--- config.mk ---
export PLATFORM = sky130hd
export DESIGN_NAME = flit_packetizer
export DESIGN_NICKNAME = d
export VERILOG_FILES = /design/src/rtl/flit_packetizer.sv
export SDC_FILE = /design/constraint.sdc
export NUM_CORES = 1
export LEC_CHECK = 0
export CORE_AREA = 2 2 64 66
export DETAILED_ROUTE_END_ITERATION = 6
export DIE_AREA = 0 0 66 68
export GPL_TIMING_DRIVEN = 0
export PLACE_DENSITY = 0.74
export SYNTH_ARGS = -nofsm -noshare
export SYNTH_HDL_FRONTEND = slang
export SYNTH_SLANG_ARGS = --single-unit
--- constraint.sdc ---
create_clock -name clk -period 1.4 [get_ports clk]
set_input_delay 0.28 -clock clk [delete_from_list [all_inputs] [get_ports clk]]
set_output_delay 0.28 -clock clk [all_outputs]
set_load 0.01 [all_outputs]
--- src/rtl/flit_packetizer.sv ---
// Serialises one (destination, payload) message into head/body/tail flits for a router local port.
// Define PACKET_SEQ_EN to carry an 8-bit packet sequence number in the head flit.
module flit_packetizer #(
  parameter int N            = 4,
  parameter int INDEX        = 1,
  parameter int DATA_WIDTH   = 8,
  parameter int PhitPerFlit  = 2,
  parameter int PayloadFlits = 2
) (
  input  logic                                                   clk,
  input  logic                                                   rst,
  input  logic                                                   msg_valid,
  output logic                                                   msg_ready,
  input  logic [$clog2(N)-1:0]                                   msg_dest,
  input  logic [PayloadFlits*(PhitPerFlit*DATA_WIDTH-2)-1:0]     msg_payload,
  output logic [PhitPerFlit*DATA_WIDTH-1:0]                      out_data,
  output logic                                                   out_valid,
  input  logic                                                   out_ready
);

  localparam int AW = $clog2(N);
  localparam int FW = PhitPerFlit * DATA_WIDTH;
  localparam int PW = FW - 2;
  localparam int CW = (PayloadFlits > 1) ? $clog2(PayloadFlits) : 1;

  if (FW < 2*AW + 2) begin : g_fw_chk
    $error("flit_packetizer: flit too narrow for head fields");
  end
`ifdef PACKET_SEQ_EN
  if (FW < 2*AW + 10) begin : g_seq_chk
    $error("flit_packetizer: flit too narrow for sequence field");
  end
`endif

  typedef enum logic [1:0] {S_IDLE, S_HEAD, S_BODY, S_TAIL} state_e;

  state_e                       state_q, state_d;
  logic [CW-1:0]                cnt_q, cnt_d;
  logic [AW-1:0]                dest_q;
  logic [PayloadFlits*PW-1:0]   payload_q;
  logic [PW-1:0]                body_word;
  logic [PW-1:0]                tail_word;
  logic [FW-1:0]                head_flit;
`ifdef PACKET_SEQ_EN
  logic [7:0]                   seq_q, seq_d;
`endif

  always_ff @(posedge clk) begin
    if (rst) begin
      state_q   <= S_IDLE;
      cnt_q     <= '0;
      dest_q    <= '0;
      payload_q <= '0;
`ifdef PACKET_SEQ_EN
      seq_q     <= '0;
`endif
    end else begin
      state_q <= state_d;
      cnt_q   <= cnt_d;
`ifdef PACKET_SEQ_EN
      seq_q   <= seq_d;
`endif
      if (state_q == S_IDLE && msg_valid) begin
        dest_q    <= msg_dest;
        payload_q <= msg_payload;
      end
    end
  end

  always_comb begin
    body_word = '0;
    for (int unsigned k = 0; k < PayloadFlits; k++) begin
      if (k == 32'(cnt_q)) body_word = payload_q[k*PW +: PW];
    end
    tail_word = payload_q[(PayloadFlits-1)*PW +: PW];
  end

  // Destination sits in the low bits so the router's head lookup decodes it directly.
  always_comb begin
    head_flit            = '0;
    head_flit[FW-1 -: 2] = 2'b01;
    head_flit[0 +: AW]   = dest_q;
    head_flit[AW +: AW]  = AW'(INDEX);
`ifdef PACKET_SEQ_EN
    head_flit[2*AW +: 8] = seq_q;
`endif
  end

  always_comb begin
    state_d   = state_q;
    cnt_d     = cnt_q;
`ifdef PACKET_SEQ_EN
    seq_d     = seq_q;
`endif
    msg_ready = 1'b0;
    out_valid = 1'b0;
    out_data  = '0;
    unique case (state_q)
      S_IDLE: begin
        msg_ready = 1'b1;
        if (msg_valid) state_d = S_HEAD;
      end
      S_HEAD: begin
        out_valid = 1'b1;
        out_data  = head_flit;
        if (out_ready) begin
          cnt_d   = '0;
          state_d = (PayloadFlits > 1) ? S_BODY : S_TAIL;
`ifdef PACKET_SEQ_EN
          seq_d   = seq_q + 8'd1;
`endif
        end
      end
      S_BODY: begin
        out_valid = 1'b1;
        out_data  = {2'b00, body_word};
        if (out_ready) begin
          if (cnt_q == CW'(PayloadFlits-2)) state_d = S_TAIL;
          else                              cnt_d   = cnt_q + CW'(1);
        end
      end
      S_TAIL: begin
        out_valid = 1'b1;
        out_data  = {2'b10, tail_word};
        if (out_ready) state_d = S_IDLE;
      end
      default: state_d = S_IDLE;
    endcase
  end

endmodule

======== Word-level counts from Yosys, hierarchy flattened ========
Cells that the tools add are included.
storage, ports and cells
  register bits ........................... 33
  input bits .............................. 34
  output and inout port bits .............. 18
  word-level logic and storage cells ...... 33
cells by class
  add/sub/neg operators ................... 1
  equal/unequal tests ..................... 8
  muxes and demuxes ....................... 14
  reduce and logical (&&, ||, !) cells .... 6
operator list
  kind                                                              count
  16-bit one-hot mux with 3 select lines                            1
  14-bit 2-to-1 mux                                                 1
  2-bit 2-to-1 mux                                                  5
  2-bit inequality test (second input constant)                     5
  2-bit one-hot mux with 4 select lines                             1
  1-bit 2-to-1 mux                                                  5
  5-bit AND reduction                                               1
  2-bit == test (second input constant)                             2
  3-bit AND reduction                                               1
  3-bit OR reduction                                                1
  2-bit by 1-bit == test with 1-bit output (second input constant)  1
  2-bit logical NOT                                                 1
  1-bit one-hot mux with 2 select lines                             1
  2-bit nonzero test                                                1
  1-bit adder (second input constant)                               1
  1-bit logical AND                                                 1

======== Longest topological paths before layout ========
  word-level depth ........................ 4
  depth in mapped cells ................... 7
  depth with buffers taken out ............ 5

======== Worst setup path after synthesis ========
OpenSTA, ideal clock, no wires.
  path type ............................... register to output
  from .................................... reg state_q[0]
  to ...................................... out out_data[0]
  arrival ................................. 1.292 ns
  data required time ...................... 1.120 ns
  path slack .............................. -0.172 ns
  stages on the path, launching flop included .. 6
  path buffers ............................ 2
  cell sequence ........................... dfxtp_1 inv_1 ha_1 buf_4 clkbuf_1 nor2_1
on the way
  word-level cells in the longest chain between the ends .. 2
  elaborated cells on any way between the ends .. 4
  classes of those cells .................. 3 x eq/ne; 1 x mux
RTL lines
  item                                                                       line  text
  start: declaration                                                         37    state_e state_q, state_d;
  start signal: assignment                                                   58    state_q <= state_d;
  2-bit == test or 2-bit by 1-bit == test with 1-bit output (tied branches)  98    unique case (state_q)
  16-bit one-hot mux with 3 select lines (*)                                 98
  end: declaration                                                           16    output logic [PhitPerFlit*DATA_WIDTH-1:0] out_data,
Mark *: on every way between the ends. The rest lies on a longest branch, timed or not.

======== Final worst setup path ========
Same ends and word-level chain as after synthesis.

==> run metrics <==
status finished with violations; failing checks DRC, setup timing; share of cells above drive strength 1 0.365; layout overhead on the synthesized area 78.5%; maximum capacitance violations 0; routed vias/inst 4.96; power per cell area 1800 nW/µm²; Seq/Total Area, Yosys 0.439; first-pass GRT wire length 7050 µm; drt pass-1 iters 7; fillers 320; Power, Total 4.68 mW; Max Fclk 525 MHz; Post-Syn Area 1460 µm²; Worst Path Arrival 1.63 ns; Ys Warns 0; Worst Setup Start Kind register; synthesized flop and latch total 32; final instance area 2600 µm²; core area 3860 µm²; Boundary Pins 52; GPL Wtd Cong 0.863; clock root cell clkbuf_8; die height 68 µm; Reg clk slew, reported paths 0.07 ns; post-synth cell types 20; sequential standard cell area 648 µm²; final worst setup slack -0.506 ns; initial antenna violation count 0; CP Capture Type output port; Routed WL 4820 µm; placed cell areas 2190 µm²; NumNets Final 306; H-tree Lvls 2; CTS tree yes; Final Critical Period 1.91 ns; WL per Instance 15.2 µm; post-place setup slack -0.652 ns; CP required 1.12 ns; clock buffer depth 2; initial core utilization 0.378; Setup Viol. Count Final 49; crit-path max FO 4; DRC 1; largest net degree at the start of global routing 11; grt ovf 0; Worst-Margin Slew 0.537 ns; Hold Vio Cnt, Final 0; multi-input logic area 932 µm²; Pleak 1.00 nW; Post-Syn Instances 186; antenna cells 0; worst hold path class reg -> reg; hold_buf cts 0; DIE WIDTH 66 µm; antenna-violating nets left 0; worst skew pair latency 0.29 ns; Worst slew margin 0.642; total negative slack -11.12 ns; CTS Buf Count 5; final period utilization 1.36; IO Port Bufs 51; vias 1,567; # rows 23; DR iter-0 viols 57; syn_nets 227; Fin Clk Skew 0.00521 ns; Placed Instances 287; die area 4490 µm²; vias in the first global route 1,486; detailed placer's ending HPWL 2710 µm; GRT Overall Usage 0.216; Syn Area/Cell 7.84 µm²; clock sinks 32; CP Class reg -> out; setup repair after global routing missed its margin yes; max-slew violations 0; Max VDD drop 0.929 mV; Finished Layout Cells 316
==> Yosys cell counts, drive strengths merged <==
cell type	instances	area share
nand2	61	0.16
a222oi	2	0.014
clkbuf	4	0.010
and2	1	0.0051
nor3	1	0.011
a221oi	2	0.016
ha	7	0.060
mux2i	1	0.0069
dfxtp	32	0.44
buf	11	0.049
o22ai	1	0.0086
nor2	14	0.036
a21oi	31	0.11
o21bai	1	0.0051
inv	4	0.010
nand2b	2	0.0086
a22oi	11	0.057
==> worst max-delay path, cell delays in order, from the launching register on <==
cell and delay, ns:
dfxtp_4 0.38, buf_6 0.13, ha_4 0.18, a222oi_1 0.44, nor2_4 0.08, buf_6 0.13
==> cell families (layout without fill, tap and decap cells) <==
family                     after synthesis  in the layout  share of synthesized area
muxes                                    1              1                    0.00686
and+or+nand+nor                         79             79                      0.218
buffers and inverters                   19             99                     0.0695
AOI/OAI and AO/OA                       48             48                      0.207
adders and majority gates                7              7                     0.0600
DFF                                     32             32                      0.439
==> cell usage in the layout (no fill, tap or decap), types with 4 or more instances in the layout <==
master / synthesis / routed
buf_6: 1 / 25
a21oi_1: 31 / 29
nor2_1: 14 / 4
nor2_4: 0 / 10
clkdlybuf4s50_1: 0 / 33
a22oi_2: 0 / 11
buf_2: 6 / 6
nand2_1: 61 / 60
buf_4: 4 / 16
clkbuf_8: 0 / 5
ha_4: 0 / 5
clkbuf_1: 4 / 5
dfxtp_1: 32 / 30
==> final timing paths <==
check                                    end  cells past startpoint          from  slack, ns
worst min-delay path            payload_q[0]                      2  payload_q[0]       0.46
worst min register to register  payload_q[0]                      2  payload_q[0]       0.46
worst max-delay path             out_data[0]                      5    state_q[0]      -0.51
worst max register to register  payload_q[9]                      8    state_q[1]      -0.20
==> repair_timing <==
item,CTS,global route
cloned,5,0
buffers inserted,8,10
resized for setup,116,15
pin swaps,13,8
setup endpoints to repair,48,50
==> report_power, final <==
group	switching, mW	internal (mW)	total [mW]
registers	0.189	1.12	1.31
clock network	0.331	0.348	0.679
logic	1.31	1.38	2.69
==> stage by stage <==
stage / hold WS, ns / util
2_1_floorplan: 0.337 / -
3_3_place_gp: 0.441 / 0.568
3_5_place_dp: 0.448 / 0.568
4_1_cts: 0.458 / 0.643
5_1_grt: 0.476 / 0.675
6_report: 0.457 / 0.675
==> final cells by class <==
class                           instances  area share
Buffer                                 13      0.0562
Clock buffer                            7      0.0293
Multi-Input combinational cell        135       0.358
Timing Repair Buffer                   74       0.272
Clock inverter                          1     0.00192
Inverter                                4     0.00961
Tap cell                               50      0.0240
Sequential cell                        32       0.249
==> flip-flops by register name, indices dropped and copies added, names as in the netlist <==
name       cells
dest_q         2
payload_q     28
state_q        2
==> per-layer routing <==
layer / wire, µm / GRT usage / up-vias
met3: 175 / 0.0378 / 9
met2: 2400 / 0.362 / 34
met4: 116 / 0.122 / 0
li1: - / - / 785
met1: 2120 / 0.263 / 739
met5: 0 / 0 / -
Power figures use the tool's default switching activity.
==> edit 1, RTL diff (config.mk and constraints unchanged) <==
Set the parameter `PayloadFlits` to 1 (it was 2).
--- a/src/rtl/flit_packetizer.sv
+++ b/src/rtl/flit_packetizer.sv
@@ -5,7 +5,7 @@
   parameter int INDEX        = 1,
   parameter int DATA_WIDTH   = 8,
   parameter int PhitPerFlit  = 2,
-  parameter int PayloadFlits = 2
+  parameter int PayloadFlits = 1
 ) (
   input  logic                                                   clk,
   input  logic                                                   rst,
Interface: changed (resized msg_payload); port bits go from 52 to 38. The function was not compared with the original's and may differ.
==> edit 1 against the original RTL <==
  * Via count decreased by 35%
  * Worst setup slack improved by 40 ps
  * Non-clock buffer count decreased by 26
  * Sequential cell count decreased by 13
  * Global-route usage decreased by 9.1 points
  * Clock power decreased by 44%
  * Routed wire length decreased by 45%
  * Maximum frequency increased by 2.1%
  * Core utilization decreased by 23 points
  * Area after synthesis decreased by 36%
  * The flow finishes with violations (negative setup slack)
  * Sequential power decreased by 39%
  * Cell count decreased by 27%
  * Cell area decreased by 34%
  * Total power decreased by 40%
==> edit 1: results (changes against the original RTL) <==
* Met1 Use GR at 14.8% (-12 points)
* Status: finished with violations
* Met2 Usage GRT at 21.8% (-14 points)
* Initial DRC Count at 35 (-39%)
* Worst-margin pin slew at 390 ps (-146 ps)
* Static leakage at 0.722 nW (-28%)
* Final HPWL DP at 1650 um (-39%)
* Clock skew at 3.96 ps (-1.25 ps)
* All-Layer GR Usage at 12.6% (-9.1 points)
* Worst EP arrival at 2010 ps (+380 ps)
* Multiplexer share of the synthesized area at 2.28% (+1.6 points)
* Worst r2r dst: state_q[0]
* Area delta synth->final at 83.8%
* Final WL at 2670 um (-45%)
* Vias at 1021 (-35%)
* Data buffer area share at 32.6% (-0.19 points)
* Min Hold Slack at 454 ps (-3.10 ps)
* Setup ws final at -466 ps (+40.1 ps)
* Final setup viols at 28 (-43%)
* Psw at 1.04 mW (-43%)
* Yosys cell types at 20 (unchanged)
* Reg2Reg Setup Slack at -470 ps (-270 ps)
* Beginning of the worst hold path: payload_q[4]
* Met3 Use GR at 3.45% (-0.33 points)
* Adder-cell share of the synthesized area at 10.7% (+4.7 points)
* First-pass DRT Iterations at 4 (-3)
* Multi-In Gates at 92 (-32%)
* CP max FO at 7 (+3)
* IO Port Bufs at 37 (-27%)
* Nonclk buf count at 61 (-30%)
* Sequential cell area at 388 um^2 (-40%)
* Multi-input gate area at 631 um^2 (-32%)
* Share of post-route cells with drive strength above 1 at 39.0% (+2.5 points)
* Sequential element share of the synthesized area at 40.7% (-3.2 points)
* Final net count at 211 (-31%)
* R2R depth at 5 (-3)
* Met2 WL at 1320 um (-45%)
* Compound-cell area share of the yosys netlist at 15.3% (-5.4 points)
* CLK BUF at 4 (-3)
* Avg Vias per Cell at 4.40 (-11%)
* Failing checks: negative setup slack
* DR WL met3 at 116 um (-34%)
* Clock-cell share of area at 2.62% (-0.50 points)
* Syn_nets at 149 (-34%)
* H-tree depth at 1 (-1)
* Routed length on met1 at 1200 um (-43%)
* Post-Synthesis Cells at 121 (-35%)
* FF-to-FF Start: state_q[0]
* Seq cells post-synth at 19 (-41%)
* Setup TNS at -7160 ps (+3960 ps)
* Hold EP: payload_q[4]
## edit 1: cell count changes after synthesis, moves of 3 or more
cell     before  now
nand2_1      61   36
dfxtp_1      32   19
a21oi_1      31   19
and2_1        0   11
nor2_1       14    3
a22oi_1      11    1
buf_2         6    0
buf_4         4    0
o21ai_0       0    3
## edit 1: worst max path at each step
stage | startpoint | to | slack [ps] | depth (start not counted)
6_report | state_q[0] | state_q[0] | -470 | 5
5_1_grt | state_q[0] | state_q[0] | -520 | 5
4_1_cts | state_q[0] | out_data[9] | -430 | 7
3_5_place_dp | state_q[0] | out_data[9] | -560 | 6
3_3_place_gp | state_q[0] | out_data[12] | -560 | 6
2_1_floorplan | state_q[0] | state_q[0] | -350 | 5
## edit 1: repair_timing
| item | 4_1_cts | 5_1_grt |
|---|---|---|
| resized for setup | 100 | 1 |
| buffers inserted | 14 | 5 |
| hold endpoints to repair | 0 | 0 |
| setup endpoints to repair | 31 | 29 |
| pin swaps | 15 | 6 |
| gates cloned | 1 | 0 |
## edit 1: power groups by stage
| stage | registers, mW | logic (mW) | clock network, mW |
|---|---|---|---|
| 2_1_floorplan | 0.782 | 0.707 | 0 |
| 3_3_place_gp | 0.802 | 1.10 | 0 |
| 3_5_place_dp | 0.807 | 1.10 | 0 |
| 4_1_cts | 0.787 | 1.52 | 0.389 |
| 5_1_grt | 0.810 | 1.77 | 0.407 |
| 6_report | 0.793 | 1.62 | 0.380 |
## edit 1: cell families after synthesis
kind of cell             Yosys count
AO/OA/AOI/OAI                     26
adder cells (fa/ha/maj)            8
buffers and inverters             11
flip-flops                        19
multiplexers                       2
AND/OR/NAND/NOR                   55
## edit 1: critical path, stage by stage, from the launching register on
cell,delay (ps)
dfxtp_4,370
buf_6,120
ha_4,180
or3_1,360
a222oi_1,350
mux2_1,370
==> edit 2, RTL diff (same settings) <==
Made on the original files. The 4 states of `state_e` get a one-hot encoding in 4 bits.
--- a/src/rtl/flit_packetizer.sv
+++ b/src/rtl/flit_packetizer.sv
@@ -32,7 +32,7 @@
   end
 `endif
 
-  typedef enum logic [1:0] {S_IDLE, S_HEAD, S_BODY, S_TAIL} state_e;
+  typedef enum logic [3:0] {S_IDLE = 4'b0001, S_HEAD = 4'b0010, S_BODY = 4'b0100, S_TAIL = 4'b1000} state_e;
 
   state_e                       state_q, state_d;
   logic [CW-1:0]                cnt_q, cnt_d;
Behaviour: no difference found for any inputs over 10 cycles, from zero or initial values and one cycle with rst high; not proved beyond that.
==> edit 2 against the original RTL <==
  * The run ends with negative setup slack left
  * Non-clock buffer count increased by 11
  * Critical path depth increased by 2
  * Maximum frequency is 2.0% lower
  * Sequential cell count is 2 higher
  * Die area stayed put
  * Area after synthesis grew 8.1%
  * Cell count rose by 1.6%
  * Routed wire length up 18%
  * Cell area up 9.1%
  * Register-to-register slack got worse by 40 ps
  * Worst setup slack worse by 40 ps
  * Critical path type unchanged
  * Critical endpoint unchanged
  * Highest routed layer unchanged
Power is not compared: it rests on default switching activity, and its combinational part moved more than twofold at a synthesized area within 25%.
==> edit 2: results (changes against the original RTL) <==
* Multiplexer share of the synthesized area at 0% (-0.69 points)
* Syn_nets at 221 (-2.6%)
* Multi-In Gates at 126 (-6.7%)
* Nonclk buf count at 98 (+13%)
* CP max stage delay at 330 ps (-110 ps)
* Setup ws final at -546 ps (-39.7 ps)
* Final net count at 304 (-0.65%)
* Vias at 1814 (+16%)
* IO Port Bufs at 50 (-2.0%)
* Clock-cell share of area at 3.74% (+0.62 points)
* Crit path max-delay cell type: dfxtp_2
* Status: finished with violations
* Compound-cell area share of the yosys netlist at 29.4% (+8.8 points)
* Non-Clock Inverter Count at 5 (+1)
* Worst EP arrival at 1670 ps (+40 ps)
* Data buffer area share at 33.4% (+0.56 points)
* Static leakage at ~1.1 nW
* Setup TNS at -14350 ps (-3230 ps)
* Die ar. at 0.00449 mm^2 (unchanged)
* R2R depth at 5 (-3)
* Adder-cell share of the synthesized area at 0% (-6.0 points)
* First-pass DRT Iterations at 6 (-1)
* All-Layer GR Usage at 22.9% (+1.3 points)
* Initial DRC Count at 102 (+79%)
* XOR/XNOR Fraction of Synth Area at 0.556% (+0.56 points)
* Seq/total area at 24.2% (-0.72 points)
* First-pass GRT wire length at 7820 um (+11%)
* Antenna Cells at 0 (unchanged)
* Fin cells at 321 (+1.6%)
* Seq cells at 34 (+6.3%)
* CP max FO at 5 (+1)
* Fill cells at 287 (-10%)
* Placed cell area at 0.00226 mm^2 (+3.2%)
* Hold Path Class: input port to register
* Slew margin rel. at 63.8% (-0.46 points)
* Failing checks: negative setup slack
* Largest delay share family, worst path: buffers and inverters
* Largest regs: payload_q x28, state_q x4, dest_q x2
* Final WL at 5670 um (+18%)
* Vias in the first global route at 1636 (+10%)
* Sequential element share of the synthesized area at 43.2% (-0.74 points)
* Final setup viols at 49 (unchanged)
* Multi-input gate share of total cell area at 35.7% (-0.13 points)
* Yosys cell types at 22 (+10%)
* Final HPWL DP at 3070 um (+13%)
* Clock skew at 8.30 ps (+3.09 ps)
* CTS resizes at 92 (-21%)
* Share of post-route cells with drive strength above 1 at 47.2% (+11 points)
* Post-Synthesis Cells at 187 (+0.54%)
-- edit 2: cell types whose count changed in the layout (fill, tap and decap cells not counted), moves of 9 or more --
cell / before / now
a21oi_2: 2 / 11
nand3_2: 0 / 15
a22o_1: 0 / 11
a22oi_2: 11 / 0
nand2_1: 60 / 0
o21ai_2: 0 / 22
buf_2: 6 / 18
nor2_4: 10 / 1
nand3_1: 0 / 15
-- edit 2: final timing paths --
path	to	start	slack (ps)
worst min register to register	payload_q[24]	payload_q[24]	470
worst max register to register	state_q[0]	state_q[0]	-240
worst max-delay path	out_data[0]	state_q[0]	-550
worst min-delay path	state_q[1]	rst	400
-- edit 2: layer usage --
metal / global-route usage [%] / vias up / wire length (um)
met2: 39.4 / 54 / 2880
met3: 4.61 / 17 / 230
met1: 29.3 / 880 / 2440
met4: 6.38 / 0 / 119
li1: - / 863 / -
met5: 0 / - / 0
